$ cat src/rtl/lct_l1a_matcher.sv
`default_nettype none
// ============================================================================
//  Module   : lct_l1a_matcher
//  Purpose  : LCT/L1A delay-and-match. The LCT history (or the adjusted CLCT
//             history) is kept in a DEPTH-deep shift register and tapped at a
//             runtime latency. Each L1A is matched against an asymmetric
//             window around that tap, and the results pass through a
//             programmable fine delay.
//  Options  : define LCT_MATCH_CNT_EN to build saturating L1A and match
//             counters. When it is undefined both counter ports read 0.
//  Revision : 1.0  initial parametrised release
// ============================================================================
module lct_l1a_matcher #(
    parameter int DEPTH  = 512,
    parameter int LAT_W  = 9,
    parameter int MAXW_P = 2,
    parameter int MAXW_M = 4
) (
    input  logic             clk_i,
    input  logic             rst_i,
    input  logic             plct_i,
    input  logic             clct_i,
    input  logic             use_clct_i,
    input  logic [3:0]       clct_adj_i,
    input  logic             l1a_i,
    input  logic [LAT_W-1:0] delay_i,
    input  logic [2:0]       win_p_i,
    input  logic [2:0]       win_m_i,
    input  logic [3:0]       l1fd_i,
    output logic             dout_o,
    output logic             match_win_0_o,
    output logic             l1a_match_o,
    output logic [3:0]       match_pos_o,
    output logic             cfg_err_o,
    output logic [15:0]      l1a_cnt_o,
    output logic [15:0]      match_cnt_o
);

    localparam int              c_IW   = $clog2(DEPTH);
    localparam logic [LAT_W:0]  c_D_LO = (LAT_W+1)'(MAXW_P + 1);
    localparam logic [LAT_W:0]  c_D_HI = (LAT_W+1)'(DEPTH - MAXW_M);

    logic [15:0]       clct_pipe_q;
    logic              src;
    logic [DEPTH-1:0]  hist_q;
    logic [LAT_W:0]    delay_ext;
    logic              dly_lo;
    logic              dly_hi;
    logic [LAT_W:0]    d_eff;
    logic [2:0]        win_p_eff;
    logic [2:0]        win_m_eff;
    logic [c_IW-1:0]   ctr_idx;
    logic [c_IW-1:0]   tap_idx;
    logic              ctr_tap;
    logic              any_hit;
    logic [3:0]        hit_pos;
    logic              pre_match_d;
    logic [3:0]        pos_d;
    logic [15:0]       fd_match_q;
    logic [15:0]       fd_win_q;
    logic [15:0][3:0]  fd_pos_q;
    logic              dout_q;
    logic              cfg_err_q;

    // Select the history source; CLCT_ADJ of zero bypasses the CLCT pipe.
    always_comb begin
        src = plct_i;
        if (use_clct_i) begin
            if (clct_adj_i == 4'd0) begin
                src = clct_i;
            end else begin
                src = clct_pipe_q[clct_adj_i - 4'd1];
            end
        end
    end

    // CLCT adjustment pipe and LCT history shift register.
    always_ff @(posedge clk_i) begin
        if (rst_i) begin
            clct_pipe_q <= '0;
            hist_q      <= '0;
        end else begin
            clct_pipe_q <= {clct_pipe_q[14:0], clct_i};
            hist_q      <= {hist_q[DEPTH-2:0], src};
        end
    end

    // Clamp the latency so every window tap stays inside the history.
    always_comb begin
        delay_ext = {1'b0, delay_i};
        dly_lo    = (delay_ext < c_D_LO);
        dly_hi    = (delay_ext > c_D_HI);
        d_eff     = dly_lo ? c_D_LO : (dly_hi ? c_D_HI : delay_ext);
        win_p_eff = (win_p_i > 3'(MAXW_P)) ? 3'(MAXW_P) : win_p_i;
        win_m_eff = (win_m_i > 3'(MAXW_M)) ? 3'(MAXW_M) : win_m_i;
        ctr_idx   = c_IW'(d_eff - (LAT_W+1)'(1));
        ctr_tap   = hist_q[ctr_idx];
    end

    // Scan the window from the outside in so the smallest |k| wins; the
    // negative side is tested after the positive one so it wins a tie.
    always_comb begin
        any_hit = 1'b0;
        hit_pos = 4'd0;
        tap_idx = '0;
        for (int m = 7; m >= 1; m--) begin
            if (m <= MAXW_P && 3'(m) <= win_p_eff) begin
                tap_idx = c_IW'(d_eff - (LAT_W+1)'(m + 1));
                if (hist_q[tap_idx]) begin
                    any_hit = 1'b1;
                    hit_pos = 4'(m);
                end
            end
            if (m <= MAXW_M && 3'(m) <= win_m_eff) begin
                tap_idx = c_IW'(d_eff + (LAT_W+1)'(m) - (LAT_W+1)'(1));
                if (hist_q[tap_idx]) begin
                    any_hit = 1'b1;
                    hit_pos = 4'(-m);
                end
            end
        end
        if (ctr_tap) begin
            any_hit = 1'b1;
            hit_pos = 4'd0;
        end
        pre_match_d = l1a_i & ~rst_i & any_hit;
        pos_d       = pre_match_d ? hit_pos : 4'd0;
    end

    // Fine-delay pipes, registered centre tap and clamp flag.
    always_ff @(posedge clk_i) begin
        if (rst_i) begin
            fd_match_q <= '0;
            fd_win_q   <= '0;
            fd_pos_q   <= '0;
            dout_q     <= 1'b0;
            cfg_err_q  <= 1'b0;
        end else begin
            fd_match_q <= {fd_match_q[14:0], pre_match_d};
            fd_win_q   <= {fd_win_q[14:0], ctr_tap};
            fd_pos_q   <= {fd_pos_q[14:0], pos_d};
            dout_q     <= ctr_tap;
            cfg_err_q  <= dly_lo | dly_hi;
        end
    end

    // Outputs are forced low while reset is held.
    assign dout_o        = dout_q & ~rst_i;
    assign cfg_err_o     = cfg_err_q & ~rst_i;
    assign l1a_match_o   = fd_match_q[l1fd_i] & ~rst_i;
    assign match_win_0_o = fd_win_q[l1fd_i] & ~rst_i;
    assign match_pos_o   = fd_pos_q[l1fd_i] & {4{~rst_i}};

`ifdef LCT_MATCH_CNT_EN
    logic [15:0] l1a_cnt_q;
    logic [15:0] match_cnt_q;

    // Saturating event counters.
    always_ff @(posedge clk_i) begin
        if (rst_i) begin
            l1a_cnt_q   <= '0;
            match_cnt_q <= '0;
        end else begin
            if (l1a_i && l1a_cnt_q != 16'hFFFF) begin
                l1a_cnt_q <= l1a_cnt_q + 16'd1;
            end
            if (pre_match_d && match_cnt_q != 16'hFFFF) begin
                match_cnt_q <= match_cnt_q + 16'd1;
            end
        end
    end

    assign l1a_cnt_o   = l1a_cnt_q & {16{~rst_i}};
    assign match_cnt_o = match_cnt_q & {16{~rst_i}};
`else
    assign l1a_cnt_o   = 16'd0;
    assign match_cnt_o = 16'd0;
`endif

endmodule
`default_nettype wire
$ cat config.mk
export PLATFORM = sky130hd
export DESIGN_NAME = lct_l1a_matcher
export DESIGN_NICKNAME = d
export VERILOG_FILES = /design/src/rtl/lct_l1a_matcher.sv
export SDC_FILE = /design/constraint.sdc
export NUM_CORES = 2
export LEC_CHECK = 0
export CORE_UTILIZATION = 40
export CTS_CLUSTER_DIAMETER = 200
export CTS_CLUSTER_SIZE = 24
export DETAILED_ROUTE_END_ITERATION = 7
export MAX_ROUTING_LAYER = met4
export RECOVER_POWER = 25
export SLEW_MARGIN = 5
export SYNTH_ARGS = -nofsm -noshare
export SYNTH_HDL_FRONTEND = slang
export SYNTH_SLANG_ARGS = --single-unit
$ cat constraint.sdc
create_clock -name clk_i -period 14.3 [get_ports clk_i]
set_input_delay 2.145 -clock clk_i [delete_from_list [all_inputs] [get_ports clk_i]]
set_output_delay 2.145 -clock clk_i [all_outputs]
set_load 0.02 [all_outputs]
* Yosys cells after proc, flatten, opt, wreduce, memory -nomap -nowiden
Cells that the tools add are included.
** Operators by class
- Add/subtract/negate cells :: 12
- $lt $le $gt $ge :: 19
- Mux-type cells :: 53
- Bitwise gates (word level) :: 10
- Reduce and logical (&&, ||, !) cells :: 2
** Operators with widths (count)
- $lt 9x10->1 const B :: 7
- $bmux 1 s9 :: 7
- $mux 4 :: 13
- $sub 9x1->9 const B :: 5
- $mux 1 :: 25
- $add 9x2->9 const B :: 2
- $mux 9 :: 2
- $sub 9x2->9 const B :: 2
- $bmux 4 s4 :: 1
- $bmux 1 s4 :: 3
- $lt 4x5->1 const B :: 2
- $add 9x1->9 const B :: 1
- $add 9x3->9 const B :: 1
- $gt 9x9->1 const B :: 1
- $le 2x3->1 const A :: 3
- $lt 9x2->1 const B :: 1
- $and 1x1->1 :: 6
- $le 1x3->1 const A :: 2
- $mux 3 :: 2
- $and 4x4->4 :: 1
- $logic_not 4->1 :: 1
- $sub 4x1->4 const B :: 1
- $gt 3x2->1 const B :: 1
- $gt 3x3->1 const B :: 1
- 4 further kinds :: 5
** Storage, ports and cells
- Bits in registers :: 626
- Output and inout port bits :: 40

* Logic depth before layout (Yosys ltp)
- Word-level depth :: 23
- Gate-level depth with buffers :: 28
- Gate-level depth less buffers :: 17

* Least setup slack after synthesis
Ideal clock, no wire load.
- Path type :: in2reg
- From :: input delay_i[8]
- To :: register fd_pos_q[1] (netlist name)
- Setup time :: 115 ps
- Arrival time :: 7873 ps
- Slack :: 6313 ps
- Cell stages on the path :: 25
- Cells stage by stage :: buf_2 or4_4 nor3_4 nor2_2 clkinv_2 buf_6 buf_6 buf_2 buf_2 buf_2 ha_1 clkbuf_1 buf_2 buf_1 clkbuf_1 buf_1 mux4_2 a222oi_1 nand2_1 o22ai_1 o2bb2ai_1 o21a_1 a311o_1 nor2b_1 o21ba_1
** Between the ends
- Longest elaborated chain between the ends :: 23
- Elaborated cells on any way between the ends :: 55
- Classes of those cells :: 11 x add/sub; 2 x order compare; 39 x mux; 2 x bitwise; 1 x reduce/logical
** Ends and longest elaborated chain
- start, declared :: line 26 : input logic [LAT_W-1:0] delay_i,
- $gt 9x9->1 :: line 92 : dly_hi = (delay_ext > c_D_HI);
- $mux 9 :: line 93 : d_eff = dly_lo ? c_D_LO : (dly_hi ? c_D_HI : delay_ext);
- $mux 9 * :: line 93
- $add 9x3->9 :: line 115 : tap_idx = c_IW'(d_eff + (LAT_W+1)'(m) - (LAT_W+1)'(1));
- $sub 9x1->9 :: line 115
- $bmux 1 s9 :: line 116 : if (hist_q[tap_idx]) begin
- $mux 1 (not written as such) :: line 116
- $mux 1 :: line 116
- (+7 left out)
- $mux 1 :: line 109 : if (hist_q[tap_idx]) begin
- $mux 1 :: line 107 : if (m <= MAXW_P && 3'(m) <= win_p_eff) begin
- $mux 1 :: line 116
- $mux 1 :: line 114 : if (m <= MAXW_M && 3'(m) <= win_m_eff) begin
- $mux 1 :: line 122 : if (ctr_tap) begin
- $and 1x1->1 :: line 126 : pre_match_d = l1a_i & ~rst_i & any_hit;
- $not 1->1 (no source line)
- $reduce_or 3->1 (no source line)
- end signal, assigned :: line 141 : fd_pos_q <= {fd_pos_q[14:0], pos_d};
- end, declared :: line 61 : logic [15:0][3:0] fd_pos_q;
Mark *: on every way between the ends. The rest lies on a longest branch, timed or not. The select of a mux whose other input is x is not followed.
A chain may end at the register's enable or synchronous reset.

* Final worst setup path
- From :: input delay_i[7]
- To :: register fd_pos_q[2] (netlist name)
Same word-level chain as after synthesis.

==> summary.md <==
| Metric | Value |
|---|---|
| Worst Tran Pin Value | 4.393 ns |
| Design Power | 3.865 mW |
| TNS Setup | 0 ns |
| Final clock skew | 0.05686 ns |
| WL per Instance | 41.59 um |
| Largest net degree at the start of global routing | 134 |
| Worst-path clk slew | 0.13 ns |
| Post-CTS Setup Inserts | 0 |
| Area grow syn2layout | 6.635% |
| Seq cells post-synth | 609 |
| Max cap viols | 9 |
| Final setup viols | 0 |
| Synth Warn # | 0 |
| Min-Delay Startpoint | clct_pipe_q[14] |
| Via density | 7.412 |
| Max IR drop VDD | 0.1100 mV |
| Final hold vios | 0 |
| PD cells | 83.40 mW/mm^2 |
| Detail Route Antenna Nets | 0 |
| CTS Buffer Depth | 3 |
| Root buf cell | clkbuf_16 |
| Critical path type | input pin to register |
| GRT Resource Usage Total | 0.4798 |
| Tmin final | 9.155 ns |
| Final period utilization | 0.6402 |
| Arr. time, crit path | 9.73 ns |
| Initial antenna violation count | 34 |
| Final Slew Violations | 274 |
| Worst hold path stage count | 1 |
| Htree depth | 1 |
| Starting density of the core | 0.4049 |
| Worst setup EP type | register |
| CTS tree | yes |
| Max Freq | 109.2 MHz |
| Global-route wire length before repair | 363100 um |
| Cell count after synthesis | 5182 |
| Detailed Route WL | 266300 um |
| Cell area after synthesis | 0.04346 sq mm |
| Die area | 0.1100 sq mm |
| FF-to-FF End | fd_pos_q[2] |
| DRT iter0 DRCs | 8667 |
| Hold crit path type | register to register |
| FF-to-FF Start | hist_q[63] |
| Status | finished with violations |
| R2R depth | 11 |
| RSZ-0062 raised after global routing | no |
| Sequential fraction of the synthesis area | 0.2805 |
| Die width | 331.6 um |
| Residual DRC | 0 |
| Failing checks | capacitance limit, slew limit |
| Ratio of cells with drive above 1 in the final layout | 0.1275 |
| IO Pins | 69 |
| CP required | 14.87 ns |
| 1st-pass router iterations | 7 |
| Hold Path End | clct_pipe_q[15] |
| Rel. slew slack | -1.929 |
| FFs w/ async S/R, synth | 0 |
| Post-cts gate resize count | 0 |
| Core area | 0.1074 sq mm |
| Leak Pwr | 15.91 nW |
| Number of flops mapped to enable cells by yosys | 0 |
| Total CTS buffers | 29 |
| Chip Height | 331.6 um |
| FP Rows | 120 |
| CP max FO | 37 |
| Clock Latency Late Sink | 0.72 ns |
| FF-to-FF setup slack | 9.89 ns |
| Mapped Avg Cell Area | 8.388 sq um |
| Distinct cells, synth | 93 |
| RePlAce Congestion | 1.130 |
| Top_reg_cell synth | dfxtp_1 |
| Num Clock Sinks | 609 |
| Post-layout net count | 5000 |
| Startpoint type of the worst setup path | input pin |
| IO Port Bufs | 36 |
| Hpwl dp | 186600 um |
| Grt total ovfl | 0 |
| Vias in the first global route | 43040 |
| CTS hold repair buffers | 0 |
| Vias post-DR | 47460 |
-- cell type report --
type	instances	area [sq um]
Antenna cell	37	92.59
Clock buffer	29	725.7
Clock inverter	2	36.28
Fill cell	10780	61000
Inverter	74	286.5
Multi-Input combinational cell	4013	29380
Sequential cell	609	12190
Tap cell	1403	1755
Timing Repair Buffer	236	1884
-- cell usage in the layout, fill, tap and decap left out, types with 102 or more instances in the layout --
cell type / synthesis / final
a21oi_1: 258 / 254
nor2b_1: 578 / 577
nor2_1: 360 / 343
nand2_1: 688 / 682
mux4_2: 227 / 227
a211oi_1: 120 / 118
o21ai_0: 109 / 102
mux2i_1: 285 / 283
nand3_1: 114 / 113
buf_4: 41 / 192
dfxtp_1: 609 / 609
-- cells by family (layout without fill, tap and decap cells) --
kind of cell             after synthesis  after routing  synth area share
buffers and inverters                591            341           0.05968
AND/OR/NAND/NOR                     2047           2047            0.2304
flip-flops                           609            609            0.2805
adder cells (fa/ha/maj)                8              8          0.002303
XOR/XNOR                              42             42          0.008463
other                                  1             69        0.00008628
AO/OA/AOI/OAI                       1344           1344            0.2281
multiplexers                         540            540            0.1905
-- synthesized netlist by cell type (15+ instances only) --
cell	count	area, sq um
a311oi_1	38	332.8
xnor2_1	35	306.5
dfxtp_1	609	12190
mux2_2	28	315.3
inv_1	69	259.0
a32oi_1	54	473.0
o311ai_0	19	166.4
a22oi_1	33	247.7
o22a_1	38	332.8
mux2i_1	285	2853
o31ai_1	24	180.2
o32ai_1	26	227.7
o211ai_1	63	473.0
a221oi_1	78	683.2
nand3_1	114	570.6
o2111ai_1	25	219.0
and3_1	47	294.0
nor4_1	52	325.3
a2111oi_0	64	560.5
clkbuf_1	317	1190
nand4_1	29	181.4
a21oi_1	258	1291
o221ai_1	55	481.7
buf_2	88	440.4
a211oi_1	120	900.9
nor2_1	360	1351
a31oi_1	45	281.5
a222oi_1	15	150.1
nand2_1	688	2582
a311o_1	16	160.2
o22ai_1	80	500.5
buf_1	58	217.7
o221a_2	30	337.8
a211o_1	21	183.9
mux4_2	227	5112
nor2b_1	578	3616
nor3_1	83	415.4
nand2b_1	20	125.1
o21ai_0	109	545.5
buf_4	41	307.8
-- per-layer routing --
| metal | up-vias | part of all wire | track usage |
|---|---|---|---|
| met5 | - | 0 | - |
| met4 | 0 | 0.083 | 0.3204 |
| met3 | 1115 | 0.13 | 0.1601 |
| met2 | 4049 | 0.41 | 0.6651 |
| met1 | 23370 | 0.38 | 0.5875 |
| li1 | 18930 | - | - |
-- worst max-delay path by stage --
stage,startpoint,end,slack [ns],cells after the start
5_1_grt,rst_i,hist_q[224],4.55,5
3_3_place_gp,delay_i[7],fd_pos_q[2],4.69,17
2_1_floorplan,delay_i[8],fd_pos_q[1],6.31,25
3_5_place_dp,delay_i[7],fd_pos_q[2],4.96,19
6_report,delay_i[7],fd_pos_q[2],5.14,19
4_1_cts,delay_i[7],fd_pos_q[2],5.71,19
-- critical path: stages --
cell             delay [ns]
clkdlybuf4s50_1        0.40
buf_4                  0.25
nor4_2                 0.29
buf_4                  0.37
nand3_4                0.15
nand2_4                0.62
ha_2                   0.60
nand3_1                0.34
xnor2_1                0.39
buf_4                  0.27
nor3_1                 1.16
inv_1                  0.52
or4_1                  0.62
nand4_1                0.16
a211oi_1               0.15
o32ai_1                0.67
o221a_2                0.36
or2_0                  0.12
a221oi_1               0.08
-- power breakdown --
group | leakage [nW] | switching, mW | internal (mW)
clock | 0.375 | 0.574 | 0.367
sequential | 4.90 | 0.00462 | 1.70
combinational | 10.6 | 0.912 | 0.309
-- flip-flops by register name, summed over array words and instances, names as in the netlist --
signal,count
fd_pos_q,48
cfg_err_q,1
hist_q,512
fd_match_q,16
clct_pipe_q,16
fd_win_q,16
-- stage by stage --
stage	setup WS (ns)	utilization	hold slack (ns)	cell area [sq um]	instances
finish	5.145	0.4317	0.4534	46350	6403
CTS	5.708	0.4310	0.4594	46270	6366
detailed placement	4.964	0.4239	0.4475	45500	6335
global placement	4.692	0.4236	0.4356	45480	6333
floorplan	6.313	-	0.4324	43580	5213
global route	4.545	0.4316	0.4756	46330	6396
No activity file was read; power rests on OpenSTA's default activity.
